===== src/rtl/apb3_fabric_pkg.sv =====
// Shared types and constants for the APB3 fabric with PREADY watchdog.
package apb3_fabric_pkg;

    typedef enum logic [1:0] {
        ST_IDLE   = 2'b00,
        ST_SETUP  = 2'b01,
        ST_ACCESS = 2'b10,
        ST_TOUT   = 2'b11
    } apb_state_e;

    localparam logic [1:0] ERR_NONE    = 2'b00;
    localparam logic [1:0] ERR_DECODE  = 2'b01;
    localparam logic [1:0] ERR_TIMEOUT = 2'b10;

    localparam int SLOT_W   = 4;
    localparam int SLOT_MAX = 16;

endpackage


===== src/rtl/apb3_wdg_counter.sv =====
// Per-transfer slave wait counter with saturating count and expiry compare.
module apb3_wdg_counter #(
    parameter int TIMEOUT = 255
) (
    input  logic i_clk,
    input  logic i_rst_n,
    input  logic i_clr,
    input  logic i_inc,
    output logic o_expire
);

    localparam int CW = (TIMEOUT < 1) ? 1 : $clog2(TIMEOUT + 1);
    localparam logic [CW-1:0] W_MAX  = CW'(TIMEOUT);
    localparam logic [CW-1:0] W_LAST = CW'((TIMEOUT < 1) ? 0 : TIMEOUT - 1);

    logic [CW-1:0] r_wait_cnt;

    // Wait-cycle count: cleared at SETUP, saturates at TIMEOUT.
    always_ff @(posedge i_clk or negedge i_rst_n) begin
        if (!i_rst_n) begin
            r_wait_cnt <= {CW{1'b0}};
        end else if (i_clr) begin
            r_wait_cnt <= {CW{1'b0}};
        end else if (i_inc && (r_wait_cnt != W_MAX)) begin
            r_wait_cnt <= r_wait_cnt + CW'(1'b1);
        end
    end

    // Expiry fires on the wait cycle that brings the count to TIMEOUT.
    generate
        if (TIMEOUT == 0) begin : g_off
            assign o_expire = 1'b0;
        end else begin : g_on
            assign o_expire = i_inc && (r_wait_cnt == W_LAST);
        end
    endgenerate

endmodule


===== src/rtl/apb3_fabric_wdg.sv =====
// APB3 1:N interconnect: slot decode, response mux, PREADY watchdog and
// sticky error capture with interrupt.
module apb3_fabric_wdg
    import apb3_fabric_pkg::*;
#(
    parameter int NUM_SLAVES = 5,
    parameter int DWIDTH     = 32,
    parameter int AWIDTH     = 32,
    parameter int SLOT_LSB   = 12,
    parameter int TIMEOUT    = 255
) (
    input  logic                         PCLK,
    input  logic                         PRESETN,
    input  logic                         PSEL,
    input  logic                         PENABLE,
    input  logic                         PWRITE,
    input  logic [AWIDTH-1:0]            PADDR,
    input  logic [DWIDTH-1:0]            PWDATA,
    output logic [DWIDTH-1:0]            PRDATA,
    output logic                         PREADY,
    output logic                         PSLVERR,
    output logic [NUM_SLAVES-1:0]        PSELS,
    output logic [AWIDTH-1:0]            PADDRS,
    output logic [DWIDTH-1:0]            PWDATAS,
    output logic                         PENABLES,
    output logic                         PWRITES,
    input  logic [NUM_SLAVES*DWIDTH-1:0] PRDATAS,
    input  logic [NUM_SLAVES-1:0]        PREADYS,
    input  logic [NUM_SLAVES-1:0]        PSLVERRS,
    input  logic                         ERR_CLR,
    output logic                         ERR_VALID,
    output logic                         ERR_OVF,
    output logic [1:0]                   ERR_CAUSE,
    output logic [AWIDTH-1:0]            ERR_ADDR
);

    localparam logic [SLOT_W:0] NUM_SLV_W = (SLOT_W + 1)'(NUM_SLAVES);

    apb_state_e         r_state;
    apb_state_e         w_phase;
    logic [SLOT_W-1:0]  r_slot_q;
    logic [SLOT_W-1:0]  w_live_slot;
    logic [SLOT_W-1:0]  w_cur_slot;
    logic               w_mapped;
    logic [SLOT_MAX-1:0] w_preadys16;
    logic [SLOT_MAX-1:0] w_pslverrs16;
    logic [DWIDTH-1:0]  w_rdata16 [SLOT_MAX];
    logic               w_wait_inc;
    logic               w_access_done;
    logic               w_expire;
    logic               w_dec_err;
    logic               w_err;
    logic [1:0]         w_err_cause;
    logic               r_err_valid;
    logic               r_err_ovf;
    logic [1:0]         r_err_cause;
    logic [AWIDTH-1:0]  r_err_addr;

    // Pad slave responses to 16 slots so the 4-bit index never goes out of range.
    generate
        for (genvar n = 0; n < SLOT_MAX; n++) begin : g_pad
            if (n < NUM_SLAVES) begin : g_map
                assign w_preadys16[n]  = PREADYS[n];
                assign w_pslverrs16[n] = PSLVERRS[n];
                assign w_rdata16[n]    = PRDATAS[n*DWIDTH +: DWIDTH];
            end else begin : g_unmap
                assign w_preadys16[n]  = 1'b0;
                assign w_pslverrs16[n] = 1'b0;
                assign w_rdata16[n]    = {DWIDTH{1'b0}};
            end
        end
    endgenerate

    assign PADDRS   = PADDR;
    assign PWDATAS  = PWDATA;
    assign PENABLES = PENABLE;
    assign PWRITES  = PWRITE;

    assign w_live_slot = PADDR[SLOT_LSB +: SLOT_W];

    // Bus phase of the current cycle: a registered IDLE with PSEL high is the SETUP cycle.
    always_comb begin
        w_phase = ST_IDLE;
        if (!PRESETN || !PSEL) begin
            w_phase = ST_IDLE;
        end else if (r_state == ST_IDLE) begin
            w_phase = ST_SETUP;
        end else begin
            w_phase = r_state;
        end
    end

    assign w_cur_slot    = (w_phase == ST_SETUP) ? w_live_slot : r_slot_q;
    assign w_mapped      = ({1'b0, w_cur_slot} < NUM_SLV_W);
    assign w_wait_inc    = (w_phase == ST_ACCESS) && w_mapped && !w_preadys16[w_cur_slot];
    assign w_access_done = (w_phase == ST_ACCESS) && (!w_mapped || w_preadys16[w_cur_slot]);

    apb3_wdg_counter #(
        .TIMEOUT (TIMEOUT)
    ) u_wdg (
        .i_clk    (PCLK),
        .i_rst_n  (PRESETN),
        .i_clr    (w_phase == ST_SETUP),
        .i_inc    (w_wait_inc),
        .o_expire (w_expire)
    );

    // Slave selects and response mux; unmapped slots and TOUT answer from the fabric.
    always_comb begin
        PSELS     = {NUM_SLAVES{1'b0}};
        PREADY    = 1'b1;
        PSLVERR   = 1'b0;
        PRDATA    = {DWIDTH{1'b0}};
        w_dec_err = 1'b0;
        case (w_phase)
            ST_SETUP, ST_ACCESS: begin
                if (w_mapped) begin
                    for (int n = 0; n < NUM_SLAVES; n++) begin
                        PSELS[n] = (w_cur_slot == SLOT_W'(n));
                    end
                    PREADY  = w_preadys16[w_cur_slot];
                    PSLVERR = w_pslverrs16[w_cur_slot];
                    PRDATA  = w_rdata16[w_cur_slot];
                end else begin
                    PSLVERR   = (w_phase == ST_ACCESS);
                    w_dec_err = (w_phase == ST_ACCESS);
                end
            end
            ST_TOUT: begin
                PSLVERR = 1'b1;
            end
            default: begin
                PREADY = 1'b1;
            end
        endcase
    end

    assign w_err       = w_dec_err || (w_phase == ST_TOUT);
    assign w_err_cause = (w_phase == ST_TOUT) ? ERR_TIMEOUT : ERR_DECODE;

    // Phase FSM and slot latch.
    always_ff @(posedge PCLK or negedge PRESETN) begin
        if (!PRESETN) begin
            r_state  <= ST_IDLE;
            r_slot_q <= {SLOT_W{1'b0}};
        end else begin
            if (w_phase == ST_SETUP) begin
                r_slot_q <= w_live_slot;
            end
            case (w_phase)
                ST_SETUP:  r_state <= ST_ACCESS;
                ST_ACCESS: begin
                    if (w_expire) begin
                        r_state <= ST_TOUT;
                    end else if (w_access_done) begin
                        r_state <= ST_IDLE;
                    end else begin
                        r_state <= ST_ACCESS;
                    end
                end
                ST_TOUT:   r_state <= ST_IDLE;
                ST_IDLE:   r_state <= ST_IDLE;
                default:   r_state <= ST_IDLE;
            endcase
        end
    end

    // Sticky error capture; a new error beats a simultaneous clear.
    always_ff @(posedge PCLK or negedge PRESETN) begin
        if (!PRESETN) begin
            r_err_valid <= 1'b0;
            r_err_ovf   <= 1'b0;
            r_err_cause <= ERR_NONE;
            r_err_addr  <= {AWIDTH{1'b0}};
        end else if (w_err) begin
            if (!r_err_valid || ERR_CLR) begin
                r_err_valid <= 1'b1;
                r_err_ovf   <= 1'b0;
                r_err_cause <= w_err_cause;
                r_err_addr  <= PADDR;
            end else begin
                r_err_ovf   <= 1'b1;
            end
        end else if (ERR_CLR) begin
            r_err_valid <= 1'b0;
            r_err_ovf   <= 1'b0;
        end
    end

    assign ERR_VALID = r_err_valid;
    assign ERR_OVF   = r_err_ovf;
    assign ERR_CAUSE = r_err_cause;
    assign ERR_ADDR  = r_err_addr;

endmodule


===== config.mk =====
export PLATFORM = sky130hd
export DESIGN_NAME = apb3_fabric_wdg
export DESIGN_NICKNAME = d
export VERILOG_FILES = /design/src/rtl/apb3_fabric_pkg.sv /design/src/rtl/apb3_wdg_counter.sv /design/src/rtl/apb3_fabric_wdg.sv
export SDC_FILE = /design/constraint.sdc
export NUM_CORES = 1
export LEC_CHECK = 0
export CORE_AREA = 2 2 150 152
export CTS_CLUSTER_DIAMETER = 80
export DETAILED_ROUTE_END_ITERATION = 7
export DIE_AREA = 0 0 152 154
export GPL_TIMING_DRIVEN = 0
export RECOVER_POWER = 25
export REMOVE_ABC_BUFFERS = 1
export SLEW_MARGIN = 20
export SYNTH_ARGS = -nofsm -noshare
export SYNTH_HDL_FRONTEND = slang
export SYNTH_SLANG_ARGS = --single-unit

===== constraint.sdc =====
create_clock -name PCLK -period 4.75 [get_ports PCLK]
set_clock_uncertainty 0.15 [all_clocks]
set_input_delay 0.95 -clock PCLK [delete_from_list [all_inputs] [get_ports PCLK]]
set_output_delay 0.95 -clock PCLK [all_outputs]
set_load 0.02 [all_outputs]

== Yosys cells after proc, flatten, opt, wreduce, memory -nomap -nowiden ==
Cells that the tools add are included.
Operators by class
  $add $sub $neg: 1
  $lt $le $gt $ge: 3
  equality and inequality tests: 10
  muxes and demuxes: 31
  bitwise logic cells: 1
  reductions and logical operators: 23
Operators with widths (count)
  $bmux W32 S4: 1
  $mux W32: 4
  $mux W8: 2
  $mux W1: 12
  $mux W2: 5
  $mux W5: 2
  $add A8 B1 Y8 const B: 1
  $bmux W1 S4: 2
  $eq A4 B2 Y1 const B: 2
  $eq A8 B8 Y1 const B: 1
  $ne A8 B8 Y1 const B: 1
  $pmux W2 S3: 1
  $ge A5 B5 Y1 const B: 1
  $logic_and A1 B1 Y1: 5
  $logic_not A1 Y1: 5
  $lt A4 B5 Y1 const B: 1
  $not A4 Y5: 1
  $eq A2 B2 Y1 const B: 2
  $eq A4 B1 Y1 const B: 1
  $eq A4 B3 Y1 const B: 1
  $logic_not A2 Y1: 2
  $logic_not A4 Y1: 1
  $logic_or A1 B1 Y1: 4
  $lt A4 B3 Y1 const B: 1
  7 further kinds: 10
Word-level totals
  register bits: 50
  bits of input ports: 240
  output and inout port bits: 141
  logic and storage cells: 76

== Depth between registers and ports, before layout ==
  word-level depth: 12
  mapped depth: 13
  gate-level depth less buffers: 10

== By module ==
A second synthesis with hierarchy kept.
Second synthesis, totals
  cells, all modules: 447
  area total of the unflattened synthesis: 3888.7 sq um
By module, submodules not included
  apb3_fabric_wdg: instances 1, cells each 397, area each 3409.5 sq um, sequential area each 1051.0 sq um
  apb3_wdg_counter: instances 1, cells each 50, area each 479.2 sq um, sequential area each 200.2 sq um

== Least setup slack after synthesis ==
Ideal clock, no wire load.
  kind: input-to-output
  start: input port PRESETN
  end: output port PRDATA[0]
  arrival: 2.939 ns
  required time: 3.650 ns
  slack: 0.711 ns
  stages on the path: 10
  path buffers: 2
  cells stage by stage: o211ai_1 inv_1 ha_1 buf_6 mux2i_4 inv_4 buf_2 mux4_2 a22oi_1 nor2_1
On the way
  cells in the longest elaborated chain, start to end: 11
  elaborated cells between the ends (all ways): 14
  those cells by class: 1 x order compare; 2 x eq/ne; 7 x mux; 1 x bitwise; 3 x reduce/logical
Ends and longest elaborated chain
  from (decl): RTL line apb3_fabric_wdg.sv:13  | input logic PRESETN,
  $logic_not A1 Y1 (no line) (*)
  $logic_or A1 B1 Y1 (*): RTL line apb3_fabric_wdg.sv:84  | if (!PRESETN || !PSEL) begin
  $mux W2 (*): RTL line apb3_fabric_wdg.sv:84
  $eq A2 B1 Y1: RTL line apb3_fabric_wdg.sv:93, apb3_fabric_wdg.sv:115
  $mux W4
  $not A4 Y5 (implied by the code): RTL line apb3_fabric_wdg.sv:123  | PRDATA = w_rdata16[w_cur_slot];
  $bmux W32 S4: RTL line apb3_fabric_wdg.sv:123
  $mux W32 (implied by the code) (2 in a row): RTL line apb3_fabric_wdg.sv:123
  $mux W32: RTL line apb3_fabric_wdg.sv:117  | if (w_mapped) begin
  $mux W32 (*): RTL line apb3_fabric_wdg.sv:115  | case (w_phase)
  to (decl): RTL line apb3_fabric_wdg.sv:19  | output logic [DWIDTH-1:0] PRDATA,
Mark *: on every way between the ends. The rest lies on a longest branch, timed or not. The select of a mux whose other input is x is not followed.

== Worst setup path after layout ==
  start: input port PRESETN
  end: output port PSELS[3]
On the way
  cells in the longest elaborated chain, start to end: 8
  elaborated cells between the ends (all ways): 11
  those cells by class: 1 x order compare; 3 x eq/ne; 4 x mux; 3 x reduce/logical
Ends and longest elaborated chain
  $logic_not A1 Y1 (no line) (*)
  $logic_or A1 B1 Y1 (*): RTL line apb3_fabric_wdg.sv:84
  $mux W2 (*): RTL line apb3_fabric_wdg.sv:84
  $eq A2 B1 Y1: RTL line apb3_fabric_wdg.sv:93, apb3_fabric_wdg.sv:115
  $mux W4
  $lt A4 B3 Y1 or $eq A4 B2 Y1 (tied branches): RTL line apb3_fabric_wdg.sv:94, apb3_fabric_wdg.sv:119
  $mux W5: RTL line apb3_fabric_wdg.sv:117
  $mux W5 (*): RTL line apb3_fabric_wdg.sv:115
  to (decl): RTL line apb3_fabric_wdg.sv:22  | output logic [NUM_SLAVES-1:0] PSELS,
Mark *: on every way between the ends. The rest lies on a longest branch, timed or not.

==> results.yml <==
timing:
  maxSlewHeadroom_pct: 53.5
  worst_slew_pin_slew_ps: 698
  setup_ws_ps: 271
  grt_setup_unrepaired: "no"
  setup_viol: 0
  fmax_mhz: 223
  hold_viol_final: 0
  hold_ws_ps: 332
  finalMaxSlewViolations: 0
  min_period_over_period_pct: 94.3
  period_needed_ps: 4480
placement:
  place_ws_ps: -2360
  routabilityCongestion: 0.804
  port_buffers: 312
  hpwlAfterDp_um: 14800
detailed_routing:
  drt_iter0_drc: 182
  drt-wirelength-per-cell_um: 19.9
  dr_total_vias: 4460
  drc: 0
  avgViaCountPerCell: 4.63
  drt-pass1-iter-count: 6
  totalWireLength_um: 19200
  ant_nets: 0
clock_tree:
  cts_made_buffers: 5
  clockBufferDepth: 2
  htreeDepth: 2
  clk_transition_reported_paths_ps: 70
  cts_root_buf: "clkbuf_16"
  cts_hold_buf: 0
  insertion_delay_ps: 290
  cts_num_sinks: 50
  tritoncts: "built"
hold_path:
  hp-class: "flip-flop to flip-flop"
  whs_endpoint: "ERR_ADDR[3]"
  min_from: "ERR_ADDR[3]"
  holdPathStages: 1
synthesis:
  synth_edf_count: 0
  avgSynthCellArea_um2: 10.1
  syn_inst: 420
  yosysWarnings: 0
  synth_cell_types: 52
  yosysSeqAreaShare_pct: 29.4
  synth_area_um2: 4260
  synthFlopType: "dfrtp_1"
  synth_seq_cells: 50
  ys_async_sr_fraction_pct: 100
finish:
  multi_input_area_um2: 2530
  fin_nets: 929
  fillCellCount: 2222
  synthToLayoutAreaGrowth_pct: 81.0
  layout_common_cells: "clkdlybuf4s50_1 (275), dfrtp_1 (50), nor2_1 (48)"
  ff_latch_area_um2: 1250
  final_common_cell: "clkdlybuf4s50_1"
  drive_gt1_share_pct: 20.2
floorplan:
  coreArea_um2: 21700
  start_util_pct: 19.6
  die_area_um2: 23400
  die_height_um: 154
  io_pins: 381
  rows: 54
  die_x_um: 152
setup_path:
  worst_ep_arrival_time_ps: 3380
  rr_worst_depth: 12
  cp.required_ps: 3650
  r2r_end: "ERR_ADDR[14]"
  path_class: "primary input to output port"
  r2r_start: "r_state[1]"
  critPathMaxFanout: 52
  endpoint_kind: "output port"
  r2r_slack_ps: 1240
  critical_path.startpoint_type: "primary input"
global_route:
  grt_util_all_layers_pct: 15.9
  grt_pass1_vias: 4709
  grt_max_degree: 53
  grt-ovfl-total: 0
  top_usage_layer: "met2"
  antenna_found_initial: 2
  grtUsageMet2_pct: 25.6
  gr-usage-met1_pct: 17.9
  gr-usage-met3_pct: 7.72
  grt_pass1_wl_um: 28500
status:
  run_status: "completed"
power_and_ir_drop:
  irDropWorstVdd_mv: 0.139
  powerDensity_nw_per_um2: 335
  p_leak_uw: 0.00311
run:
  drv_cap: 0
==> sequential cells by signal (all words and copies together) (netlist names) <==
name              cells
ERR_ADDR             32
u_wdg.r_wait_cnt      8
r_slot_q              4
ERR_CAUSE             2
r_state               2
ERR_OVF               1
ERR_VALID             1
==> worst max path at each step <==
stage / slack, ps / to / startpoint
after detailed placement: -2360 / PREADY / PRESETN
after floorplan: -770 / PRDATA[0] / PRESETN
final: 270 / PSELS[3] / PRESETN
after global placement: -5990 / PSLVERR / PRESETN
after global routing: 50 / PRDATA[5] / PRESETN
after CTS: -9 / PREADY / PSEL
==> layer usage <==
layer	part of all wire, %	vias up
met4	3.2	2
met5	0.59	-
met1	39	2108
li1	-	2009
met3	12	37
met2	45	304
==> power by group <==
group          switching, uW  total, uW  internal (uW)
combinational            715       1530            818
sequential              79.6        640            561
clock                    159        408            249
total                    954       2580           1630
==> worst max-delay path: stages <==
cell	delay (ps)
buf_12	250
o211ai_1	180
inv_1	130
ha_4	260
nor3b_4	370
or2_4	270
nand2_1	120
nor3_1	170
clkdlybuf4s50_1	650
==> layout make-up <==
cell class,count,area share [%]
Timing Repair Buffer,344,43.1
Tap cell,280,4.55
Timing Repair inverter,2,0.260
Antenna cell,1,0.0325
Clock inverter,2,0.487
Sequential cell,50,16.2
Multi-Input combinational cell,267,32.8
Clock buffer,6,1.67
Inverter,12,0.861
==> cell families (layout without fill, tap and decap cells) <==
family / Yosys count / after routing / share of synthesized area (%)
buf+inv: 104 / 366 / 16.0
mux: 74 / 74 / 27.2
fa+ha+maj: 7 / 7 / 2.06
simple gates: 113 / 114 / 12.8
flops: 50 / 50 / 29.4
compound gates: 72 / 72 / 12.6
other cells: 0 / 1 / 0
==> metrics by stage <==
stage | setup TNS [ps] | util, % | std cells | total power [uW] | area, um2
after global routing | 0 | 35.5 | 963 | 2750 | 7700
after global placement | -366380 | 32.7 | 920 | 2000 | 7100
after floorplan | -25710 | - | 328 | 1330 | 3620
after detailed placement | -92270 | 33.3 | 925 | 2030 | 7210
final | 0 | 35.5 | 964 | 2580 | 7710
after CTS | -17.7 | 35.6 | 957 | 2600 | 7710
==> cells in the mapped netlist (2+ instances only) <==
cell type,instances,area [um2]
mux2i_1,8,80.1
mux2_2,6,67.6
a21oi_1,13,65.1
nand3_1,6,30.0
dfrtp_1,50,1250
a22oi_1,28,210
or3_1,2,12.5
and2_1,2,12.5
o221ai_1,5,43.8
buf_2,10,50.1
clkbuf_1,10,37.5
a2bb2oi_1,5,43.8
nor2b_1,2,12.5
buf_4,69,518
o21ai_0,2,10.0
nand2_1,22,82.6
nor2_1,49,184
nor3_1,4,20.0
nand4_1,2,12.5
mux2_1,29,327
inv_1,10,37.5
and3_1,8,50.1
buf_6,2,22.5
ha_1,7,87.6
mux4_2,28,631
nor3b_1,2,15.0
a41oi_1,3,26.3
and4_1,2,17.5
nand2b_1,7,43.8
a211o_1,3,26.3
a211oi_1,3,22.5
==> repair_timing <==
item                       4_1_cts  5_1_grt
resized for setup              121       37
buffers inserted                21        6
pin swaps                        3        2
setup endpoints to repair       77       39
cloned                           3        0
(Power assumes the default switching activity.)
